--- config.mk ---
export PLATFORM = sky130hd
export DESIGN_NAME = io_keysw_dev
export DESIGN_NICKNAME = d
export VERILOG_FILES = /design/src/rtl/io_keysw_dev.sv
export SDC_FILE = /design/constraint.sdc
export NUM_CORES = 1
export LEC_CHECK = 0
export CORE_ASPECT_RATIO = 0.9
export CORE_MARGIN = 2
export CORE_UTILIZATION = 40
export DETAILED_ROUTE_END_ITERATION = 12
export PLACE_DENSITY = 0.69
export SLEW_MARGIN = 20
export SYNTH_ARGS = -nofsm -noshare
export SYNTH_HDL_FRONTEND = slang
export SYNTH_SLANG_ARGS = --single-unit
--- constraint.sdc ---
create_clock -name clk -period 5.4 [get_ports clk]
set_input_delay 1.62 -clock clk [delete_from_list [all_inputs] [get_ports clk]]
set_output_delay 1.62 -clock clk [all_outputs]
set_load 0.02 [all_outputs]
--- src/rtl/io_keysw_dev.sv ---
// Memory-mapped pushbutton/switch input peripheral: synchronizes and debounces
// KEY and SW, latches per-device ready/overrun flags, and raises an interrupt.

module io_keysw_deb #(
  parameter int W               = 4,
  parameter int DEBOUNCE_CYCLES = 500000
) (
  input  logic         clk,
  input  logic         reset_n,
  input  logic [W-1:0] raw_i,
  output logic [W-1:0] d_o,
  output logic         chg_o
);
  localparam int CW = $clog2(DEBOUNCE_CYCLES);
  localparam logic [CW-1:0] CNT_MAX = CW'(DEBOUNCE_CYCLES - 1);

  logic [W-1:0]  ff1_q, ff2_q, d_q, d_d;
  logic [CW-1:0] cnt_q, cnt_d;

  // The count only advances while the synchronized value is steady and
  // differs from the accepted value; any disturbance restarts it.
  always_comb begin
    cnt_d = cnt_q;
    d_d   = d_q;
    chg_o = 1'b0;
    if ((ff1_q != ff2_q) || (ff2_q == d_q)) begin
      cnt_d = '0;
    end else if (cnt_q == CNT_MAX) begin
      d_d   = ff2_q;
      cnt_d = '0;
      chg_o = 1'b1;
    end else begin
      cnt_d = cnt_q + CW'(1);
    end
  end

  always_ff @(posedge clk or negedge reset_n) begin
    if (!reset_n) begin
      ff1_q <= '0;
      ff2_q <= '0;
      d_q   <= '0;
      cnt_q <= '0;
    end else begin
      ff1_q <= raw_i;
      ff2_q <= ff1_q;
      d_q   <= d_d;
      cnt_q <= cnt_d;
    end
  end

  assign d_o = d_q;
endmodule

module io_keysw_dev #(
  parameter int                DBITS           = 32,
  parameter int                DEBOUNCE_CYCLES = 500000,
  parameter logic [DBITS-1:0]  ADDRKEY         = 32'hF0000010,
  parameter logic [DBITS-1:0]  ADDRSW          = 32'hF0000014,
  parameter logic [DBITS-1:0]  ADDRKCTRL       = 32'hF0000110,
  parameter logic [DBITS-1:0]  ADDRSCTRL       = 32'hF0000114
) (
  input  logic             clk,
  input  logic             reset_n,
  input  logic [3:0]       KEY,
  input  logic [9:0]       SW,
  input  logic [DBITS-1:0] addr,
  input  logic             wr_en,
  input  logic [DBITS-1:0] wdata,
  input  logic             rd_commit,
  output logic             sel,
  output logic [DBITS-1:0] rdata,
  output logic             irq
);
  logic [3:0] kd;
  logic [9:0] sd;
  logic       kchg, schg;

  // Pushbuttons are active-low on the pins; present them as pressed=1.
  io_keysw_deb #(.W(4), .DEBOUNCE_CYCLES(DEBOUNCE_CYCLES)) u_kdeb (
    .clk     (clk),
    .reset_n (reset_n),
    .raw_i   (~KEY),
    .d_o     (kd),
    .chg_o   (kchg)
  );

  io_keysw_deb #(.W(10), .DEBOUNCE_CYCLES(DEBOUNCE_CYCLES)) u_sdeb (
    .clk     (clk),
    .reset_n (reset_n),
    .raw_i   (SW),
    .d_o     (sd),
    .chg_o   (schg)
  );

  logic hit_kdata, hit_sdata, hit_kctrl, hit_sctrl;
  logic rd_kdata, rd_sdata, wr_kctrl, wr_sctrl;

  assign hit_kdata = (addr == ADDRKEY);
  assign hit_sdata = (addr == ADDRSW);
  assign hit_kctrl = (addr == ADDRKCTRL);
  assign hit_sctrl = (addr == ADDRSCTRL);
  assign sel       = hit_kdata | hit_sdata | hit_kctrl | hit_sctrl;
  assign rd_kdata  = rd_commit & hit_kdata;
  assign rd_sdata  = rd_commit & hit_sdata;
  assign wr_kctrl  = wr_en & hit_kctrl;
  assign wr_sctrl  = wr_en & hit_sctrl;

  logic kready_q, kready_d, kovr_q, kovr_d, kie_q, kie_d;
  logic sready_q, sready_d, sovr_q, sovr_d, sie_q, sie_d;
  logic irq_q, irq_d;

  // A change event outranks both a same-cycle data read (ready stays set,
  // no overrun) and a same-cycle control write (overrun stays set).
  always_comb begin
    kready_d = kready_q;
    kovr_d   = kovr_q;
    kie_d    = kie_q;
    if (wr_kctrl) begin
      kie_d = wdata[8];
      if (!wdata[2]) kovr_d = 1'b0;
    end
    if (rd_kdata) kready_d = 1'b0;
    if (kchg) begin
      kready_d = 1'b1;
      if (kready_q && !rd_kdata) kovr_d = 1'b1;
    end
  end

  always_comb begin
    sready_d = sready_q;
    sovr_d   = sovr_q;
    sie_d    = sie_q;
    if (wr_sctrl) begin
      sie_d = wdata[8];
      if (!wdata[2]) sovr_d = 1'b0;
    end
    if (rd_sdata) sready_d = 1'b0;
    if (schg) begin
      sready_d = 1'b1;
      if (sready_q && !rd_sdata) sovr_d = 1'b1;
    end
  end

  assign irq_d = (kready_q & kie_q) | (sready_q & sie_q);

  always_ff @(posedge clk or negedge reset_n) begin
    if (!reset_n) begin
      kready_q <= 1'b0;
      kovr_q   <= 1'b0;
      kie_q    <= 1'b0;
      sready_q <= 1'b0;
      sovr_q   <= 1'b0;
      sie_q    <= 1'b0;
      irq_q    <= 1'b0;
    end else begin
      kready_q <= kready_d;
      kovr_q   <= kovr_d;
      kie_q    <= kie_d;
      sready_q <= sready_d;
      sovr_q   <= sovr_d;
      sie_q    <= sie_d;
      irq_q    <= irq_d;
    end
  end

  assign irq = irq_q;

  logic [8:0] kctrl_word, sctrl_word;
  assign kctrl_word = {kie_q, 5'b0, kovr_q, 1'b0, kready_q};
  assign sctrl_word = {sie_q, 5'b0, sovr_q, 1'b0, sready_q};

  always_comb begin
    rdata = '0;
    if (hit_kdata)      rdata = DBITS'(kd);
    else if (hit_sdata) rdata = DBITS'(sd);
    else if (hit_kctrl) rdata = DBITS'(kctrl_word);
    else if (hit_sctrl) rdata = DBITS'(sctrl_word);
  end

  // Only wdata bits 8 and 2 carry meaning in this block.
  logic unused_wdata;
  assign unused_wdata = ^{wdata[DBITS-1:9], wdata[7:3], wdata[1:0]};
endmodule
==> flow_summary.yaml <==
floorplanning:
  die_area_sq_um: 11140
  io_pins: 116
  num_rows: 35
  fp.dieH_um: 100.3
  design.core.area_sq_um: 10120
  die-width_um: 111.0
  start_util: 0.4075
synth:
  yosys_warnings: 0
  synthMuxAreaShare: 0.05220
  yosys.area_share.simple: 0.1964
  synth_cells: 379
  synth-edff-count: 0
  synth_most_common_cell: "dfrtp_1"
  synthTopCellsByCount: "dfrtp_1 (87), nor2_1 (51), xor2_1 (38), nand2_1 (24), xnor2_1 (24)"
  synthXorXnorAreaFrac: 0.1317
  ys_ff_latch: 87
  ys_types: 44
  yosysTopAreaCell: "dfrtp_1"
  synthFlopType: "dfrtp_1"
  synth.top_cell.area_share: 0.5281
  netlist_area_sq_um: 4123
  synth_top_family_by_area: "simple AND/OR/NAND/NOR gates"
  synth_adder_area_share: 0.006070
  ys_async_sr_fraction: 1.000
  yosysSeqAreaShare: 0.5281
  synth-compound-area-share: 0.02367
  synth.avg_cell_area_sq_um: 10.88
  synth_area_leaders: "dfrtp_1 (53%), xor2_1 (8.1%), xnor2_1 (5.1%)"
clock_tree:
  cts_tree: "built"
  cts.path.max_buffers: 2
  clkSinkCount: 87
  postCtsHoldBufs: 0
  clk_latency_ns: 0.34
  cts_made_buffers: 9
  h-tree-depth: 3
  cts-root-buf: "clkbuf_16"
  clk_pin_slew_ns: 0.07
worst_setup_path:
  end_kind: "primary output"
  cp-endpoint: "rdata[3]"
  worst-path-max-fanout: 8
  r2r_end: "u_sdeb.d_o[3]"
  crit_start: "addr[17]"
  ff2ff_setup_slack_ns: 3.20
  cp_data_arrival_time_ns: 3.72
  startpoint_type: "primary input"
  path_class: "in2out"
  r2r_cells: 5
  reg2reg_from: "u_sdeb.cnt_q[0]"
  required_ns: 3.78
placement:
  gp_congestion: 0.8225
  place_inst: 567
  hpwl_um: 5586
  io_buffer_count: 63
power_and_ir_drop:
  total_leakage_power_uw: 0.002253
  powerDensity_nw_per_um2: 264.6
  vdd.ir_drop.worst_v: 0.0001487
  switching_share: 0.2324
  power_frac_comb: 0.068
  intPower_uw: 1040
  seqPwrFrac: 0.497
  switchingPower_uw: 314.9
  totalPowerFinal_uw: 1355
  p_clk_frac: 0.436
finish:
  final_core_util: 0.5062
  drive_gt1_frac: 0.1057
  area_delta_synth_final_pct: 24.22
  num_antenna_cells: 0
  nNetsFinal: 533
  final_cells: 583
  final.fill_count: 902
grt:
  grt_max_degree: 88
  grt_pass1_vias: 2743
  grt_usage: 0.1465
  grt_pass1_wl_um: 13080
  use_met2: 0.2383
  grtUsageMet1: 0.1872
  grt-ovfl-total: 0
  grt_antenna_before_repair: 0
  top_usage_layer: "met2"
  grt.met3_usage: 0.04469
route:
  drt_iter0_drc: 116
  wl_per_cell_um: 13.19
  antenna_left: 0
  dr.pass1.iters: 5
  routed_wl_um: 7691
  drcViolationCount: 0
  vias: 2803
  vias_per_cell: 4.808
timing:
  finalClockSkew_ns: 0.009970
  post-route-period-util: 0.9890
  finalHoldViolations: 0
  slew_viol_final: 0
  slew_headroom: 0.4928
  fmax_mhz: 187.2
  fin_crit_ns: 5.341
  worst_slew_pin_slew_ns: 0.7607
  finalSetupViolCount: 0
run_status:
  status: "finished, final reports clean"
flow_run:
  cap_violations: 0
min_path:
  hp-class: "reg2reg"
[stage by stage]
step / hold WS (ns) / TNS, ns / instance area (sq um) / setup WS, ns
5_1_grt: 0.4035 / -0.01052 / 5121 / -0.01052
3_5_place_dp: 0.3788 / -2.259 / 4815 / -0.2810
2_1_floorplan: 0.3715 / 0 / 4202 / 0.5787
3_3_place_gp: 0.3782 / -2.254 / 4815 / -0.2606
4_1_cts: 0.3940 / -0.1894 / 5097 / -0.1894
6_report: 0.3908 / 0 / 5121 / 0.05939
[layout by cell type, fill, tap and decap left out, drive strengths merged, types with 8 or more instances in the layout]
cell	instances
dfrtp	87
nor2	51
clkdlybuf4s50	51
xor2	38
xnor2	24
nand2	24
conb	22
nand3	20
mux2	16
inv	12
nand4	11
clkbuf	11
and3	8
dlygate4sd2	8
nor4	8
[critical path, stage by stage]
cell and delay, ns:
clkdlybuf4s50_1 0.40, or4_4 0.55, nor4_4 0.39, nand3_4 0.18, nor3_2 0.23, dlygate4sd2_1 0.36
[routing by layer]
layer | share of wire | wire [um] | vias to the layer above
met2 | 0.47 | 3617 | 80
met1 | 0.45 | 3460 | 1340
li1 | - | - | 1373
met5 | 0 | 0 | -
met3 | 0.063 | 487 | 10
met4 | 0.016 | 125 | 0
[flip-flops by register name (all words and copies together) (netlist names), 4 cells and up]
signal,count
u_kdeb.ff1_q,4
u_kdeb.ff2_q,4
u_sdeb.ff2_q,10
u_sdeb.cnt_q,19
u_sdeb.d_o,10
u_kdeb.d_o,4
u_sdeb.ff1_q,10
u_kdeb.cnt_q,19
[layout make-up]
| type | count | area (sq um) | area share |
|---|---|---|---|
| Clock buffer | 10 | 239.0 | 0.04667 |
| Clock inverter | 6 | 53.80 | 0.01051 |
| Inverter | 10 | 37.54 | 0.007330 |
| Multi-Input combinational cell | 273 | 1795 | 0.3506 |
| Sequential cell | 87 | 2177 | 0.4251 |
| Tap cell | 129 | 161.4 | 0.03152 |
| Timing Repair Buffer | 68 | 656.9 | 0.1283 |
[repair_timing]
action | in CTS | in global routing
setup buffers | 0 | 0
resized for setup | 12 | 7
hold endpoints to repair | 0 | 0
setup endpoints to repair | 11 | 4
[logic make-up (layout without fill, tap and decap cells)]
| logic type | after synthesis | in the layout |
|---|---|---|
| buffers and inverters | 40 | 94 |
| XOR/XNOR | 62 | 62 |
| adder cells (fa/ha/maj) | 2 | 2 |
| AO/OA/AOI/OAI | 15 | 15 |
| multiplexers | 18 | 18 |
| flip-flops | 87 | 87 |
| other | 1 | 22 |
| AND/OR/NAND/NOR | 154 | 154 |
[how the worst min path moves through the flow]
stage                                from              end  slack (ns)  cells after the start
after floorplan           u_kdeb.ff1_q[0]  u_kdeb.ff2_q[0]        0.37                      0
after global placement    u_kdeb.ff1_q[2]  u_kdeb.ff2_q[2]        0.38                      0
after detailed placement  u_kdeb.ff1_q[0]  u_kdeb.ff2_q[0]        0.38                      0
after CTS                 u_kdeb.ff1_q[0]  u_kdeb.ff2_q[0]        0.39                      0
after global routing      u_sdeb.ff1_q[7]  u_sdeb.ff2_q[7]        0.40                      0
final                     u_sdeb.ff1_q[7]  u_sdeb.ff2_q[7]        0.39                      0
[power by group through the flow]
stage	Clock [uW]	Combinational (uW)	Sequential [uW]
after CTS	610	91.8	673
after floorplan	0	49.0	683
after detailed placement	0	91.2	686
after global placement	0	90.8	685
final	590	91.5	673
after global routing	635	101	675
Note: power is estimated with default switching activity, not from simulation.
